[src/rtl/arbiter_pkg.sv]
// Shared types and default parameters for the round-robin burst arbiter.
// Latency: n/a (declarations only).
// Backpressure: n/a.
package arbiter_pkg;

   typedef enum logic {
      IDLE  = 1'b0,
      GRANT = 1'b1
   } arb_state_t;

   localparam int ARB_N_DEF   = 4;
   localparam int ARB_TMO_DEF = 256;

endpackage : arbiter_pkg

[src/rtl/arbiter_fx_priority.sv]
// Fixed-priority picker: one-hot of the lowest-index set request bit.
// Latency: combinational, zero cycles.
// Backpressure: none; output follows input every cycle.
//
// Ports:
//   i_req   - request vector
//   o_gnt   - one-hot grant of lowest set index, all-zero when no request
module arbiter_fx_priority #(
   parameter int N = 4
) (
   input  logic [N-1:0] i_req,
   output logic [N-1:0] o_gnt
);

   logic found;

   always_comb begin
      o_gnt = '0;
      found = 1'b0;
      for (int i = 0; i < N; i++) begin
         if (i_req[i] && !found) begin
            o_gnt[i] = 1'b1;
            found    = 1'b1;
         end
      end
   end

endmodule : arbiter_fx_priority

[src/rtl/arbiter_rr_burst.sv]
// Round-robin arbiter holding a one-hot grant for a whole multi-beat burst.
// Latency: grant registered, one clock after request (no bubble between bursts).
// Backpressure: burst ends only on i_ack with owner's i_last; optional timeout forces release.
//
// Ports:
//   clk, rstn    - rising-edge clock, asynchronous active-low reset
//   i_req        - per-requester request
//   i_last       - per-requester last-beat flag (only the owner's bit, only with i_ack)
//   i_ack        - shared resource took one beat this cycle
//   o_grant      - registered one-hot grant
//   o_grant_vld  - any grant active
//   o_grant_id   - binary index of owner, 0 when idle
//   o_tmo        - one-cycle pulse on the cycle a stalled burst is forcibly released
//
// Build option: define ARB_TIMEOUT_EN to enable the stall-timeout counter
// (TMO_CYC consecutive un-acked grant cycles). Without it o_tmo is tied low.
module arbiter_rr_burst
   import arbiter_pkg::*;
#(
   parameter int N       = ARB_N_DEF,
   parameter int TMO_CYC = ARB_TMO_DEF
) (
   input  logic                 clk,
   input  logic                 rstn,
   input  logic [N-1:0]         i_req,
   input  logic [N-1:0]         i_last,
   input  logic                 i_ack,
   output logic [N-1:0]         o_grant,
   output logic                 o_grant_vld,
   output logic [$clog2(N)-1:0] o_grant_id,
   output logic                 o_tmo
);

   localparam int IW = $clog2(N);

   arb_state_t      state_q, state_d;
   logic [N-1:0]    grant_q, grant_d;
   logic [IW-1:0]   ptr_q, ptr_d;

   logic [IW-1:0]   owner_id;
   logic [IW-1:0]   nxt_ptr;
   logic [IW-1:0]   arb_ptr;
   logic            tmo;
   logic            rel;
   logic [N-1:0]    mask;
   logic [N-1:0]    gnt_masked;
   logic [N-1:0]    gnt_plain;
   logic [N-1:0]    win;

   // Owner index straight from the one-hot grant register.
   always_comb begin
      owner_id = '0;
      for (int i = 0; i < N; i++) begin
         if (grant_q[i]) owner_id = IW'(i);
      end
   end

   assign nxt_ptr = (owner_id == IW'(N - 1)) ? '0 : owner_id + IW'(1);

   // A burst ends on the owner's acked last beat, or on a stall timeout.
   assign rel = (state_q == GRANT) && ((i_ack && |(i_last & grant_q)) || tmo);

   // On release the just-advanced pointer is used immediately so the next
   // grant lands on the following edge and the old owner ranks last.
   assign arb_ptr = rel ? nxt_ptr : ptr_q;

   always_comb begin
      mask = '0;
      for (int i = 0; i < N; i++) begin
         mask[i] = (i >= int'(arb_ptr));
      end
   end

   arbiter_fx_priority #(.N(N)) u_pri_masked (
      .i_req (i_req & mask),
      .o_gnt (gnt_masked)
   );

   arbiter_fx_priority #(.N(N)) u_pri_plain (
      .i_req (i_req),
      .o_gnt (gnt_plain)
   );

   // Requesters at or above the pointer win first; otherwise wrap to the bottom.
   assign win = (|gnt_masked) ? gnt_masked : gnt_plain;

`ifdef ARB_TIMEOUT_EN
   localparam int CW = $clog2(TMO_CYC + 1);

   logic [CW-1:0] cnt_q, cnt_d;

   assign tmo = (state_q == GRANT) && !i_ack && (cnt_q == CW'(TMO_CYC - 1));

   // Counts consecutive un-acked grant cycles of the current burst; any
   // ack, any new grant, or idle clears it.
   always_comb begin
      cnt_d = cnt_q;
      if (state_q != GRANT || rel || i_ack) begin
         cnt_d = '0;
      end else begin
         cnt_d = cnt_q + CW'(1);
      end
   end

   always_ff @(posedge clk or negedge rstn) begin
      if (!rstn) begin
         cnt_q <= '0;
      end else begin
         cnt_q <= cnt_d;
      end
   end
`else
   logic unused_tmo;

   assign unused_tmo = (TMO_CYC > 0);
   assign tmo        = 1'b0;
`endif

   always_comb begin
      state_d = state_q;
      grant_d = grant_q;
      ptr_d   = ptr_q;
      case (state_q)
         IDLE: begin
            if (|i_req) begin
               grant_d = win;
               state_d = GRANT;
            end
         end
         GRANT: begin
            if (rel) begin
               ptr_d = nxt_ptr;
               if (|i_req) begin
                  grant_d = win;
               end else begin
                  grant_d = '0;
                  state_d = IDLE;
               end
            end
         end
         default: begin
            grant_d = '0;
            state_d = IDLE;
         end
      endcase
   end

   always_ff @(posedge clk or negedge rstn) begin
      if (!rstn) begin
         state_q <= IDLE;
         grant_q <= '0;
         ptr_q   <= '0;
      end else begin
         state_q <= state_d;
         grant_q <= grant_d;
         ptr_q   <= ptr_d;
      end
   end

   assign o_grant     = grant_q;
   assign o_grant_vld = |grant_q;
   assign o_grant_id  = owner_id;
   assign o_tmo       = tmo;

endmodule : arbiter_rr_burst

[config.mk]
export PLATFORM = sky130hd
export DESIGN_NAME = arbiter_rr_burst
export DESIGN_NICKNAME = d
export VERILOG_FILES = /design/src/rtl/arbiter_pkg.sv /design/src/rtl/arbiter_fx_priority.sv /design/src/rtl/arbiter_rr_burst.sv
export SDC_FILE = /design/constraint.sdc
export NUM_CORES = 1
export LEC_CHECK = 0
export CORE_UTILIZATION = 30
export CTS_BUF_LIST = sky130_fd_sc_hd__clkbuf_8
export CTS_CLUSTER_DIAMETER = 100
export DETAILED_ROUTE_END_ITERATION = 8
export GPL_TIMING_DRIVEN = 0
export SYNTH_ARGS = -nofsm -noshare
export SYNTH_HDL_FRONTEND = slang
export SYNTH_SLANG_ARGS = --single-unit
[constraint.sdc]
create_clock -name clk -period 3.4 [get_ports clk]
set_input_delay 0.68 -clock clk [delete_from_list [all_inputs] [get_ports clk]]
set_output_delay 0.68 -clock clk [all_outputs]
set_load 0.05 [all_outputs]
==> results of run 1 <==
## placed cells by master, fill, tap and decap left out, types with 2 or more instances in the layout
cell	Yosys	layout
o311ai_1	2	2
inv_1	6	7
mux2i_1	2	2
clkbuf_8	0	3
o21ai_0	2	2
nand2_1	5	5
clkdlybuf4s50_1	0	17
nand2b_1	2	2
or2_2	2	2
nor2_1	4	4
dfrtp_1	7	7
## flip-flops by register name, indices dropped and copies added, names as in the netlist
signal,count
state_q,1
o_grant,4
ptr_q,2
## power by group through the flow
stage	logic [mW]	clock network [mW]	registers [mW]
global placement	0.556	0	0.154
floorplan	0.344	0	0.213
CTS	0.560	0.119	0.154
finish	0.556	0.114	0.154
global route	0.602	0.124	0.160
detailed placement	0.559	0	0.155
## layout make-up
cell class	count	share of cell area
well taps	16	0.0263
flip-flops and latches	7	0.230
clock inverters	1	0.00493
plain buffers	1	0.00987
multi-input cells	42	0.421
inverters	6	0.0296
clock buffers	3	0.0543
repair buffers	17	0.224
## worst max path at each step
stage | start | to | cells after the start
after floorplan | o_grant[2]$_DFFE_PN0P_ | o_grant[2]$_DFFE_PN0P_ | 7
after global placement | i_last[3] | o_grant[2]$_DFFE_PN0P_ | 6
after detailed placement | o_grant[3]$_DFFE_PN0P_ | o_grant_vld | 3
after CTS | o_grant[3]$_DFFE_PN0P_ | o_grant_vld | 3
after global routing | o_grant[3]$_DFFE_PN0P_ | o_grant_vld | 3
final | o_grant[3]$_DFFE_PN0P_ | o_grant_vld | 3
## worst max-delay path, stage by stage, from the launching register on
cell             delay (ps)
dfrtp_1                 420
or2_2                   340
or3_1                   300
clkdlybuf4s50_1         700
## logic make-up after synthesis
logic type / after synthesis / share of synthesized area
AND/OR/NAND/NOR: 21 / 0.214
AO/OA/AOI/OAI: 15 / 0.257
buffers and inverters: 7 / 0.0571
flip-flops: 7 / 0.333
multiplexers: 4 / 0.107
adder cells (fa/ha/maj): 1 / 0.0238
other: 1 / 0.00714
## cells in the mapped netlist, types with 2 or more instances
cell type	number	area (um^2)
nor2_1	4	15.0
o311ai_1	2	17.5
dfrtp_1	7	175
or2_2	2	12.5
mux2i_1	2	20.0
inv_1	6	22.5
nand2_1	5	18.8
nand2b_1	2	12.5
o21ai_0	2	10.0
## layer usage
metal	vias to the layer above	wire length [um]	track usage
met1	218	586	0.206
li1	246	-	-
met4	0	33	0.0909
met5	-	0	0
met2	20	513	0.230
met3	5	72	0.0333
## through the flow
step,util,setup WS [ps],hold slack [ps]
floorplan,-,1050,384
global placement,0.454,969,566
detailed placement,0.454,974,567
CTS,0.483,726,578
global route,0.483,694,614
finish,0.483,733,575
==> impl_metrics.prom, run 1 <==
# TYPE chip_impl_metric gauge
chip_impl_metric{name="finalCritPeriodShare",unit=""} 0.784
chip_impl_metric{name="timing_max_transition_violations_final",unit=""} 0
chip_impl_info{name="critPathLaunchType",value="flop"} 1
chip_impl_metric{name="detailedPlacementHpwl",unit="um"} 949
chip_impl_metric{name="synth-seq-area-share",unit=""} 0.333
chip_impl_info{name="hold_path_end",value="o_grant[0]$_DFFE_PN0P_"} 1
chip_impl_metric{name="routedWlPerCell",unit="um"} 13.0
chip_impl_metric{name="post_cts.repair.setup_buffers",unit=""} 0
chip_impl_metric{name="nFillCells",unit=""} 162
chip_impl_metric{name="place_inst",unit=""} 89
chip_impl_metric{name="drtAntennaViolNets",unit=""} 0
chip_impl_info{name="rsz0062_at_grt",value="false"} 1
chip_impl_metric{name="synth_edf_count",unit=""} 0
chip_impl_metric{name="synth_area_per_cell",unit="um^2"} 9.38
chip_impl_metric{name="seqCellArea",unit="um^2"} 175
chip_impl_metric{name="drive_above_1_share",unit=""} 0.156
chip_impl_metric{name="fp.coreArea",unit="um^2"} 1580
chip_impl_metric{name="routabilityCongestion",unit=""} 0.805
chip_impl_metric{name="placed_area",unit="um^2"} 716
chip_impl_metric{name="fin_skew",unit="ps"} 1.27
chip_impl_info{name="result_of_the_run",value="complete, no violations"} 1
chip_impl_metric{name="clk_transition_reported_paths",unit="ps"} 40
chip_impl_metric{name="syn2layout_area_growth",unit="%"} 44.8
chip_impl_metric{name="instances_no_fill",unit=""} 93
chip_impl_metric{name="hold_path_depth",unit=""} 2
chip_impl_info{name="r2r-start",value="o_grant[3]$_DFFE_PN0P_"} 1
chip_impl_metric{name="post_cts_repair_resize_count",unit=""} 0
chip_impl_metric{name="die-area",unit="um^2"} 1920
chip_impl_metric{name="first_pass_grt_wire_length",unit="um"} 2110
chip_impl_metric{name="post-layout-total-power",unit="mW"} 0.824
chip_impl_metric{name="initial_core_util",unit=""} 0.333
chip_impl_metric{name="maxClockFrequency",unit="MHz"} 375
chip_impl_metric{name="clk_latency",unit="ps"} 230
chip_impl_metric{name="htree_levels",unit=""} 1
chip_impl_metric{name="initialDrtViolationCount",unit=""} 5
chip_impl_metric{name="power.switching",unit="mW"} 0.406
chip_impl_metric{name="multi_input_area",unit="um^2"} 320
chip_impl_metric{name="synthesis.nets",unit=""} 68
chip_impl_metric{name="power.switching_fraction",unit=""} 0.493
chip_impl_metric{name="drv.max_cap_violation_count",unit=""} 0
chip_impl_info{name="tritoncts",value="done"} 1
chip_impl_info{name="clk_root_buffer_cell",value="clkbuf_8"} 1
chip_impl_metric{name="vias_in_the_first_global_route",unit=""} 483
chip_impl_metric{name="final-setup-viol-count",unit=""} 0
chip_impl_metric{name="maximum_number_of_pins_on_one_net_before_global_route_repair",unit=""} 8
chip_impl_metric{name="post_synth_instance_area",unit="um^2"} 526
chip_impl_metric{name="ys_async_sr_fraction",unit=""} 1.00
chip_impl_metric{name="num_antenna_cells",unit=""} 0
chip_impl_metric{name="crit_path_max_fanout",unit=""} 5
chip_impl_metric{name="timing.critical_path.arrival",unit="ps"} 1990
chip_impl_metric{name="p_leak",unit="nW"} 0.348
chip_impl_metric{name="postRouteWirelength",unit="um"} 1210
chip_impl_metric{name="r2r_cells",unit=""} 6
chip_impl_metric{name="unique_masters_post_synth",unit=""} 33
chip_impl_metric{name="rows",unit=""} 14
chip_impl_info{name="kind_of_critical_path",value="flop to primary output"} 1
chip_impl_info{name="hold_path.class",value="flop to flop"} 1
chip_impl_metric{name="finalWorstPathRequiredPeriod",unit="ps"} 2670
chip_impl_metric{name="first_pass_iters",unit=""} 5
chip_impl_metric{name="combinationalPowerShare",unit=""} 0.675
chip_impl_info{name="reg2reg_to",value="o_grant[2]$_DFFE_PN0P_"} 1
chip_impl_metric{name="viasPerCell",unit=""} 5.26
chip_impl_metric{name="grt_util_all_layers",unit=""} 0.155
chip_impl_metric{name="pwr_density_cell",unit="nW/um^2"} 1080
chip_impl_metric{name="post-route-cell-area",unit="um^2"} 761
chip_impl_metric{name="antenna_found_initial",unit=""} 0
chip_impl_metric{name="critPathRequiredTime",unit="ps"} 2720
chip_impl_metric{name="holdBufCountCts",unit=""} 0
chip_impl_metric{name="die_height",unit="um"} 43.9
chip_impl_metric{name="numCtsBuffers",unit=""} 3
chip_impl_metric{name="internal-power",unit="mW"} 0.417
chip_impl_metric{name="synthCells",unit=""} 56
chip_impl_metric{name="ir_worst_vdd",unit="mV"} 0.428
chip_impl_metric{name="r2r_setup_slack",unit="ps"} 1420
chip_impl_info{name="endpoint_kind",value="primary output"} 1
chip_impl_metric{name="via_count",unit=""} 489
chip_impl_metric{name="final_hold_viol_count",unit=""} 0
chip_impl_metric{name="ys_warn_count",unit=""} 0
chip_impl_info{name="dominantRegCellSynth",value="dfrtp_1"} 1
chip_impl_metric{name="detail_route.drc_violations",unit=""} 0
chip_impl_metric{name="clock-sinks",unit=""} 7
chip_impl_metric{name="clockBufferDepth",unit=""} 2
chip_impl_metric{name="nNetsFinal",unit=""} 90
chip_impl_metric{name="grt_remaining_overflow",unit=""} 0
chip_impl_metric{name="totalNegativeSetupSlack",unit="ps"} 0
chip_impl_metric{name="port_buffers",unit=""} 17
chip_impl_metric{name="share_seq_of_total_power",unit=""} 0.187
chip_impl_metric{name="ios",unit=""} 19
chip_impl_metric{name="postSynthRegisterBits",unit=""} 7
chip_impl_info{name="worstHoldStart",value="o_grant[0]$_DFFE_PN0P_"} 1
chip_impl_metric{name="die_span_in_x",unit="um"} 43.9
chip_impl_metric{name="power_share_of_the_clock_group",unit=""} 0.139
Note: power is estimated with default switching activity, not from simulation.
==> run 2, diff against run 1 <==
==> constraint.sdc (replaced) <==
create_clock -name clk -period 2.25 [get_ports clk]
set_input_delay 0.45 -clock clk [delete_from_list [all_inputs] [get_ports clk]]
set_output_delay 0.45 -clock clk [all_outputs]
set_load 0.05 [all_outputs]
==> run 2 against run 1 <==
Compared with the run above:
- the flow now finishes with violations (design-rule violations)
- critical path depth unchanged
- sequential power rose by 52%
- sequential share of layout area is 0.21 points higher
- core utilization grew 0.24 points
- combinational power rose by 50%
- non-clock buffer count unchanged
- routed wire length is 3.6% higher
- clock skew up 4.7 ps
- largest power group unchanged
- highest routed layer unchanged
==> impl_metrics.prom, run 2 (synthesis results as in run 1) <==
# TYPE chip_impl_metric gauge
chip_impl_info{name="result_of_the_run",value="finished with violations"} 1
chip_impl_info{name="violations",value="design-rule violations"} 1
chip_impl_metric{name="nNetsFinal",unit=""} 90
chip_impl_info{name="clk_root_buffer_cell",value="clkbuf_8"} 1
chip_impl_metric{name="combinationalPowerShare",unit=""} 0.671
chip_impl_metric{name="drtAntennaViolNets",unit=""} 0
chip_impl_info{name="endpoint_kind",value="primary output"} 1
chip_impl_metric{name="rows",unit=""} 14
chip_impl_metric{name="die_span_in_x",unit="um"} 43.9
chip_impl_metric{name="clockBufferDepth",unit=""} 2
chip_impl_metric{name="syn2layout_area_growth",unit="%"} 45.5
chip_impl_metric{name="maximum_number_of_pins_on_one_net_before_global_route_repair",unit=""} 8
chip_impl_metric{name="finalWorstPathRequiredPeriod",unit="ps"} 2180
chip_impl_metric{name="numCtsBuffers",unit=""} 3
chip_impl_metric{name="first_pass_grt_wire_length",unit="um"} 2090
chip_impl_info{name="r2r-start",value="o_grant[3]$_DFFE_PN0P_"} 1
chip_impl_metric{name="fp.coreArea",unit="um^2"} 1580
chip_impl_metric{name="power.switching",unit="mW"} 0.617
chip_impl_metric{name="seqCellArea",unit="um^2"} 178
chip_impl_metric{name="final_hold_viol_count",unit=""} 0
chip_impl_metric{name="antenna_found_initial",unit=""} 0
chip_impl_metric{name="largest_reg_flops",unit=""} 4
chip_impl_metric{name="final-setup-viol-count",unit=""} 0
chip_impl_metric{name="r2r_setup_slack",unit="ps"} 260
chip_impl_metric{name="drv.max_cap_violation_count",unit=""} 0
chip_impl_metric{name="pwr_density_cell",unit="nW/um^2"} 1620
chip_impl_metric{name="timing_max_transition_violations_final",unit=""} 0
chip_impl_metric{name="vias_in_the_first_global_route",unit=""} 475
chip_impl_metric{name="first_pass_iters",unit=""} 6
chip_impl_metric{name="via_count",unit=""} 487
chip_impl_metric{name="power.switching_fraction",unit=""} 0.497
chip_impl_metric{name="nFillCells",unit=""} 152
chip_impl_info{name="kind_of_critical_path",value="flop to primary output"} 1
chip_impl_metric{name="fin_skew",unit="ps"} 5.95
chip_impl_metric{name="internal-power",unit="mW"} 0.624
chip_impl_metric{name="timing.critical_path.arrival",unit="ps"} 1730
chip_impl_metric{name="clock-sinks",unit=""} 7
chip_impl_metric{name="die_height",unit="um"} 43.9
chip_impl_metric{name="share_seq_of_total_power",unit=""} 0.188
chip_impl_info{name="crit_chain",value="nand2b_1, nand2_2, clkdlybuf4s50_1"} 1
chip_impl_metric{name="hold_ws",unit="ps"} 497
chip_impl_metric{name="totalNegativeSetupSlack",unit="ps"} 0
chip_impl_info{name="leading_cell_type_in_the_layout_fill_and_taps_excluded",value="clkdlybuf4s50_1"} 1
chip_impl_info{name="tritoncts",value="done"} 1
chip_impl_info{name="hold_path.class",value="input port to async pin"} 1
chip_impl_metric{name="routabilityCongestion",unit=""} 0.748
chip_impl_metric{name="timing_worst_slew_pin_value",unit="ps"} 497
chip_impl_metric{name="crit_path_max_fanout",unit=""} 5
chip_impl_metric{name="max_slew_margin",unit=""} 0.668
chip_impl_metric{name="die-area",unit="um^2"} 1920
chip_impl_info{name="top_library_cells_by_usage_in_the_layout_fill_and_taps_aside",value="16 x clkdlybuf4s50_1, 7 x inv_1, 5 x dfrtp_1"} 1
chip_impl_metric{name="multi_input_area",unit="um^2"} 323
chip_impl_metric{name="grt_remaining_overflow",unit=""} 0
chip_impl_metric{name="slowest_delay",unit="ps"} 800
chip_impl_metric{name="finalCritPeriodShare",unit=""} 0.968
chip_impl_metric{name="htree_levels",unit=""} 1
chip_impl_metric{name="r2r_cells",unit=""} 6
chip_impl_metric{name="post_cts_repair_resize_count",unit=""} 1
chip_impl_metric{name="post_cts.repair.setup_buffers",unit=""} 0
chip_impl_info{name="rsz0062_at_grt",value="false"} 1
chip_impl_metric{name="holdBufCountCts",unit=""} 0
chip_impl_metric{name="detailedPlacementHpwl",unit="um"} 956
chip_impl_metric{name="post-layout-total-power",unit="mW"} 1.24
chip_impl_metric{name="maxClockFrequency",unit="MHz"} 459
chip_impl_metric{name="clk_latency",unit="ps"} 230
chip_impl_metric{name="initial_core_util",unit=""} 0.333
chip_impl_metric{name="ios",unit=""} 19
chip_impl_metric{name="routedWlPerCell",unit="um"} 13.4
chip_impl_metric{name="clk_transition_reported_paths",unit="ps"} 40
chip_impl_metric{name="initialDrtViolationCount",unit=""} 11
chip_impl_info{name="critPathSlowestCell",value="clkdlybuf4s50_1"} 1
chip_impl_metric{name="grt_util_all_layers",unit=""} 0.150
chip_impl_metric{name="num_antenna_cells",unit=""} 0
chip_impl_metric{name="power_share_of_the_clock_group",unit=""} 0.140
chip_impl_metric{name="detail_route.drc_violations",unit=""} 3
chip_impl_metric{name="critPathRequiredTime",unit="ps"} 1800
chip_impl_metric{name="viasPerCell",unit=""} 5.24
chip_impl_metric{name="drive_above_1_share",unit=""} 0.195
chip_impl_info{name="reg2reg_to",value="o_grant[2]$_DFFE_PN0P_"} 1
chip_impl_metric{name="p_leak",unit="nW"} 0.346
chip_impl_info{name="critPathLaunchType",value="flop"} 1
chip_impl_metric{name="postRouteWirelength",unit="um"} 1250
chip_impl_metric{name="port_buffers",unit=""} 17
chip_impl_metric{name="ir_worst_vdd",unit="mV"} 0.571
-- run 2: cell types whose count changed in the layout (fill, tap and decap cells not counted) --
cell / before / now
nand2_1: 5 / 4
nand2_2: 0 / 1
dfrtp_1: 7 / 5
clkdlybuf4s50_1: 17 / 16
dlygate4sd2_1: 0 / 1
dfrtp_2: 0 / 2
-- run 2: worst max path at each step --
| stage | start | to | slack (ps) | cells after the start |
|---|---|---|---|---|
| floorplan | o_grant[3]$_DFFE_PN0P_ | o_grant[2]$_DFFE_PN0P_ | 60 | 6 |
| global placement | i_last[3] | o_grant[2]$_DFFE_PN0P_ | 40 | 6 |
| detailed placement | i_last[3] | o_grant[2]$_DFFE_PN0P_ | 40 | 6 |
| CTS | o_grant[2]$_DFFE_PN0P_ | o_grant_id[0] | 60 | 3 |
| global route | o_grant[2]$_DFFE_PN0P_ | o_grant_id[0] | 7 | 3 |
| finish | o_grant[2]$_DFFE_PN0P_ | o_grant_id[0] | 70 | 3 |
-- run 2: layer usage --
metal,track usage,up-vias,routed length (um)
met1,0.203,222,602
met3,0.0250,2,90
met5,0,-,0
li1,-,243,-
met2,0.224,20,538
met4,0.0909,0,17
-- run 2: final cells by class --
| type | count | area share |
|---|---|---|
| Buffer | 1 | 0.00982 |
| Clock buffer | 3 | 0.0540 |
| Clock inverter | 1 | 0.00491 |
| Inverter | 6 | 0.0295 |
| Multi-Input combinational cell | 42 | 0.422 |
| Sequential cell | 7 | 0.232 |
| Tap cell | 16 | 0.0262 |
| Timing Repair Buffer | 17 | 0.221 |
-- run 2: power groups by stage --
stage / sequential, mW / combinational (mW) / clock, mW
floorplan: 0.325 / 0.524 / 0
global placement: 0.236 / 0.845 / 0
detailed placement: 0.236 / 0.851 / 0
CTS: 0.235 / 0.843 / 0.180
global route: 0.246 / 0.892 / 0.188
finish: 0.234 / 0.833 / 0.174
-- run 2: worst max-delay path, delay by kind of cell, from the launching register on --
| kind | cells | cell delay, ps |
|---|---|---|
| DFF | 1 | 420 |
| buffers and inverters | 1 | 800 |
| and+or+nand+nor | 2 | 280 |
-- run 2: stage by stage --
step / utilization / cells / area, um^2 / worst slack (ps)
finish: 0.485 / 93 / 764 / 72.5
global route: 0.485 / 93 / 764 / 7.50
CTS: 0.485 / 93 / 764 / 64.8
detailed placement: 0.457 / 89 / 721 / 43.2
global placement: 0.457 / 89 / 721 / 42.7
floorplan: - / 56 / 531 / 56.4
==> run 3, diff against run 2 <==
--- a/config.mk
+++ b/config.mk
@@ -10,6 +10,8 @@
 export CTS_CLUSTER_DIAMETER = 100
 export DETAILED_ROUTE_END_ITERATION = 8
 export GPL_TIMING_DRIVEN = 0
+export PLACE_DENSITY = 0.62
 export SYNTH_ARGS = -nofsm -noshare
 export SYNTH_HDL_FRONTEND = slang
+export SYNTH_HIERARCHICAL = 1
 export SYNTH_SLANG_ARGS = --single-unit
==> run 3 against run 2 <==
Compared with the run above:
- the run ends with negative setup slack left
- cell area rose by 32%
- worst setup slack got worse by 310 ps
- routed wire length rose by 31%
- core utilization rose by 8.6 points
- clock skew fell by 5.5 ps
- sequential share of layout area fell by 5.4 points
- critical path depth rose by 8
- global-route usage rose by 2.4 points
- power rose by 7.3%
- non-clock buffer count rose by 13
- largest cell class unchanged
- highest routed layer unchanged
==> impl_metrics.prom, run 3 <==
# TYPE chip_impl_metric gauge
chip_impl_info{name="result_of_the_run",value="finished with violations"} 1
chip_impl_info{name="violations",value="negative setup slack"} 1
chip_impl_metric{name="synthCells",unit=""} 67
chip_impl_metric{name="maxClockFrequency",unit="MHz"} 401
chip_impl_metric{name="rows",unit=""} 15
chip_impl_metric{name="fin_skew",unit="ps"} 0.411
chip_impl_metric{name="detailedPlacementHpwl",unit="um"} 1080
chip_impl_metric{name="first_pass_iters",unit=""} 2
chip_impl_metric{name="r2r_setup_slack",unit="ps"} -240
chip_impl_metric{name="crit_path_max_fanout",unit=""} 5
chip_impl_metric{name="largest_reg_flops",unit=""} 4
chip_impl_metric{name="viasPerCell",unit=""} 4.85
chip_impl_metric{name="initial_core_util",unit=""} 0.325
chip_impl_info{name="synth.top_cells.by_count",value="7 x dfrtp_1, 7 x nand2_1, 7 x nor2_1"} 1
chip_impl_metric{name="critPathRequiredTime",unit="ps"} 2350
chip_impl_metric{name="multi_input_area",unit="um^2"} 460
chip_impl_metric{name="clockBufferDepth",unit=""} 2
chip_impl_info{name="endpoint_kind",value="flop"} 1
chip_impl_metric{name="fp.coreArea",unit="um^2"} 1760
chip_impl_metric{name="synth_edf_count",unit=""} 0
chip_impl_metric{name="clk_latency",unit="ps"} 220
chip_impl_metric{name="routedWlPerCell",unit="um"} 13.2
chip_impl_metric{name="ys_warn_count",unit=""} 6
chip_impl_metric{name="post-route-cell-area",unit="um^2"} 1010
chip_impl_metric{name="finalCritPeriodShare",unit=""} 1.11
chip_impl_metric{name="synth_area_per_cell",unit="um^2"} 8.55
chip_impl_metric{name="ios",unit=""} 19
chip_impl_info{name="leading_cell_type_in_the_layout_fill_and_taps_excluded",value="buf_4"} 1
chip_impl_metric{name="drive_above_1_share",unit=""} 0.394
chip_impl_metric{name="vias_in_the_first_global_route",unit=""} 577
chip_impl_metric{name="drv.max_cap_violation_count",unit=""} 0
chip_impl_metric{name="drtAntennaViolNets",unit=""} 0
chip_impl_metric{name="syn2layout_area_growth",unit="%"} 75.8
chip_impl_info{name="top_library_cells_by_usage_in_the_layout_fill_and_taps_aside",value="12 x buf_4, 11 x clkdlybuf4s50_1, 7 x nand2_1"} 1
chip_impl_metric{name="antenna_found_initial",unit=""} 0
chip_impl_metric{name="detail_route.drc_violations",unit=""} 0
chip_impl_metric{name="clk_transition_reported_paths",unit="ps"} 40
chip_impl_metric{name="num_antenna_cells",unit=""} 0
chip_impl_metric{name="clock-sinks",unit=""} 7
chip_impl_metric{name="nNetsFinal",unit=""} 111
chip_impl_metric{name="placed_area",unit="um^2"} 793
chip_impl_metric{name="ys_async_sr_fraction",unit=""} 1.00
chip_impl_metric{name="grt_util_all_layers",unit=""} 0.174
chip_impl_metric{name="htree_levels",unit=""} 1
chip_impl_metric{name="unique_masters_post_synth",unit=""} 26
chip_impl_info{name="critPathLaunchType",value="input port"} 1
chip_impl_metric{name="port_buffers",unit=""} 17
chip_impl_info{name="clk_root_buffer_cell",value="clkbuf_8"} 1
chip_impl_metric{name="final-setup-viol-count",unit=""} 4
chip_impl_metric{name="finalWorstPathRequiredPeriod",unit="ps"} 2490
chip_impl_metric{name="met2_wirelength",unit="um"} 753
chip_impl_metric{name="route.layer.met1.wl",unit="um"} 795
chip_impl_metric{name="pwr_density_cell",unit="nW/um^2"} 1320
chip_impl_metric{name="synthesis.nets",unit=""} 78
chip_impl_info{name="dominantRegCellSynth",value="dfrtp_1"} 1
chip_impl_metric{name="place_inst",unit=""} 109
chip_impl_metric{name="die_span_in_x",unit="um"} 45.7
chip_impl_metric{name="synth-seq-area-share",unit=""} 0.306
chip_impl_metric{name="p_leak",unit="nW"} 0.442
chip_impl_metric{name="postRouteWirelength",unit="um"} 1640
chip_impl_info{name="tritoncts",value="done"} 1
chip_impl_metric{name="grt_remaining_overflow",unit=""} 0
chip_impl_metric{name="timing_max_transition_violations_final",unit=""} 0
chip_impl_info{name="yosys-top-cells-area",value="dfrtp_1 31%, a211o_1 6.1%, nor4b_1 6.1%, nor4b_2 5.2%, nand2_1 4.6%"} 1
chip_impl_metric{name="postSynthRegisterBits",unit=""} 7
chip_impl_metric{name="wire_length_on_met3",unit="um"} 83
chip_impl_metric{name="die-area",unit="um^2"} 2090
chip_impl_metric{name="post_synth_instance_area",unit="um^2"} 573
chip_impl_metric{name="nFillCells",unit=""} 173
chip_impl_metric{name="first_pass_grt_wire_length",unit="um"} 2550
chip_impl_metric{name="seqCellArea",unit="um^2"} 180
chip_impl_metric{name="timing_worst_slew_pin_value",unit="ps"} 877
chip_impl_metric{name="instances_no_fill",unit=""} 124
chip_impl_info{name="rsz0062_at_grt",value="true"} 1
chip_impl_metric{name="final_critical_path_setup_slack",unit="ps"} -242
chip_impl_metric{name="max_slew_margin",unit=""} 0.410
chip_impl_info{name="highest_layer",value="met4"} 1
chip_impl_metric{name="final_hold_viol_count",unit=""} 0
chip_impl_info{name="hold_path.class",value="input port to async pin"} 1
chip_impl_info{name="yosysTopAreaCell",value="dfrtp_1"} 1
chip_impl_metric{name="maximum_number_of_pins_on_one_net_before_global_route_repair",unit=""} 8
chip_impl_info{name="kind_of_critical_path",value="input port to flop"} 1
chip_impl_metric{name="ir_worst_vdd",unit="mV"} 0.748
chip_impl_metric{name="timing.critical_path.arrival",unit="ps"} 2590
chip_impl_metric{name="via_count",unit=""} 601
chip_impl_metric{name="synth.top_cell.area_share",unit=""} 0.306
chip_impl_metric{name="holdBufCountCts",unit=""} 0
chip_impl_metric{name="numCtsBuffers",unit=""} 3
chip_impl_metric{name="die_height",unit="um"} 45.7
chip_impl_metric{name="initialDrtViolationCount",unit=""} 6
chip_impl_metric{name="routabilityCongestion",unit=""} 0.796
==> run 3: worst paths after layout <==
path	from	endpoint	cells after the start
max in group asynchronous	rstn	o_grant[0]$_DFFE_PN0P_	1
min in group clk	ptr_q[0]$_DFFE_PN0P_	ptr_q[0]$_DFFE_PN0P_	2
max reg2reg	o_grant[3]$_DFFE_PN0P_	o_grant[1]$_DFFE_PN0P_	10
min	rstn	state_q$_DFF_PN0_	1
max	i_last[0]	o_grant[1]$_DFFE_PN0P_	11
min reg2reg	ptr_q[0]$_DFFE_PN0P_	ptr_q[0]$_DFFE_PN0P_	2
==> run 3: cell families (layout without fill, tap and decap cells) <==
family	Yosys count	after routing	synth area share
flip-flops	7	7	0.306
AO/OA/AOI/OAI	19	19	0.236
multiplexers	3	3	0.0546
other	1	1	0.00654
AND/OR/NAND/NOR	31	31	0.338
buffers and inverters	6	38	0.0589
==> run 3: area by class of cell <==
class | instances | area share
inverters | 3 | 0.0112
clock inverters | 1 | 0.00373
plain buffers | 3 | 0.0261
repair buffers | 28 | 0.251
multi-input cells | 54 | 0.457
flip-flops and latches | 7 | 0.179
clock buffers | 3 | 0.0410
well taps | 25 | 0.0311
==> run 3: timing repair <==
item / in CTS / in global routing
setup buffers: 8 / 3
endpoints found under the setup margin: 5 / 5
resized for setup: 21 / 7
pin swaps: 12 / 11
==> run 3: per-layer routing <==
metal / global-route usage / vias to the layer above
li1: - / 310
met1: 0.232 / 273
met2: 0.289 / 16
met3: 0.0238 / 2
met4: 0.0588 / 0
met5: 0 / -
==> run 3: report_power, final <==
| part | internal (mW) | switching (mW) |
|---|---|---|
| Clock | 0.117 | 0.0490 |
| Combinational | 0.410 | 0.541 |
| Sequential | 0.179 | 0.0366 |
| Total | 0.706 | 0.626 |
==> run 3: per-stage QoR <==
| step | power (mW) | setup WS (ps) | TNS, ps | hold WS, ps | utilization |
|---|---|---|---|---|---|
| 2_1_floorplan | 0.742 | -166 | -645 | 154 | - |
| 3_3_place_gp | 0.953 | -688 | -2590 | 527 | 0.450 |
| 3_5_place_dp | 0.960 | -721 | -2730 | 536 | 0.450 |
| 4_1_cts | 1.28 | -232 | -829 | 496 | 0.550 |
| 5_1_grt | 1.42 | -347 | -1360 | 515 | 0.571 |
| 6_report | 1.33 | -242 | -860 | 488 | 0.571 |
==> run 3: worst max-delay path, stage by stage <==
cell             delay (ps)
clkdlybuf4s15_1         160
a22o_1                  250
o211a_4                 280
or3_4                   380
a21boi_4                260
buf_6                   140
nor2b_4                  50
buf_4                   130
o21ai_2                 130
nor2_1                   70
a211o_1                 290
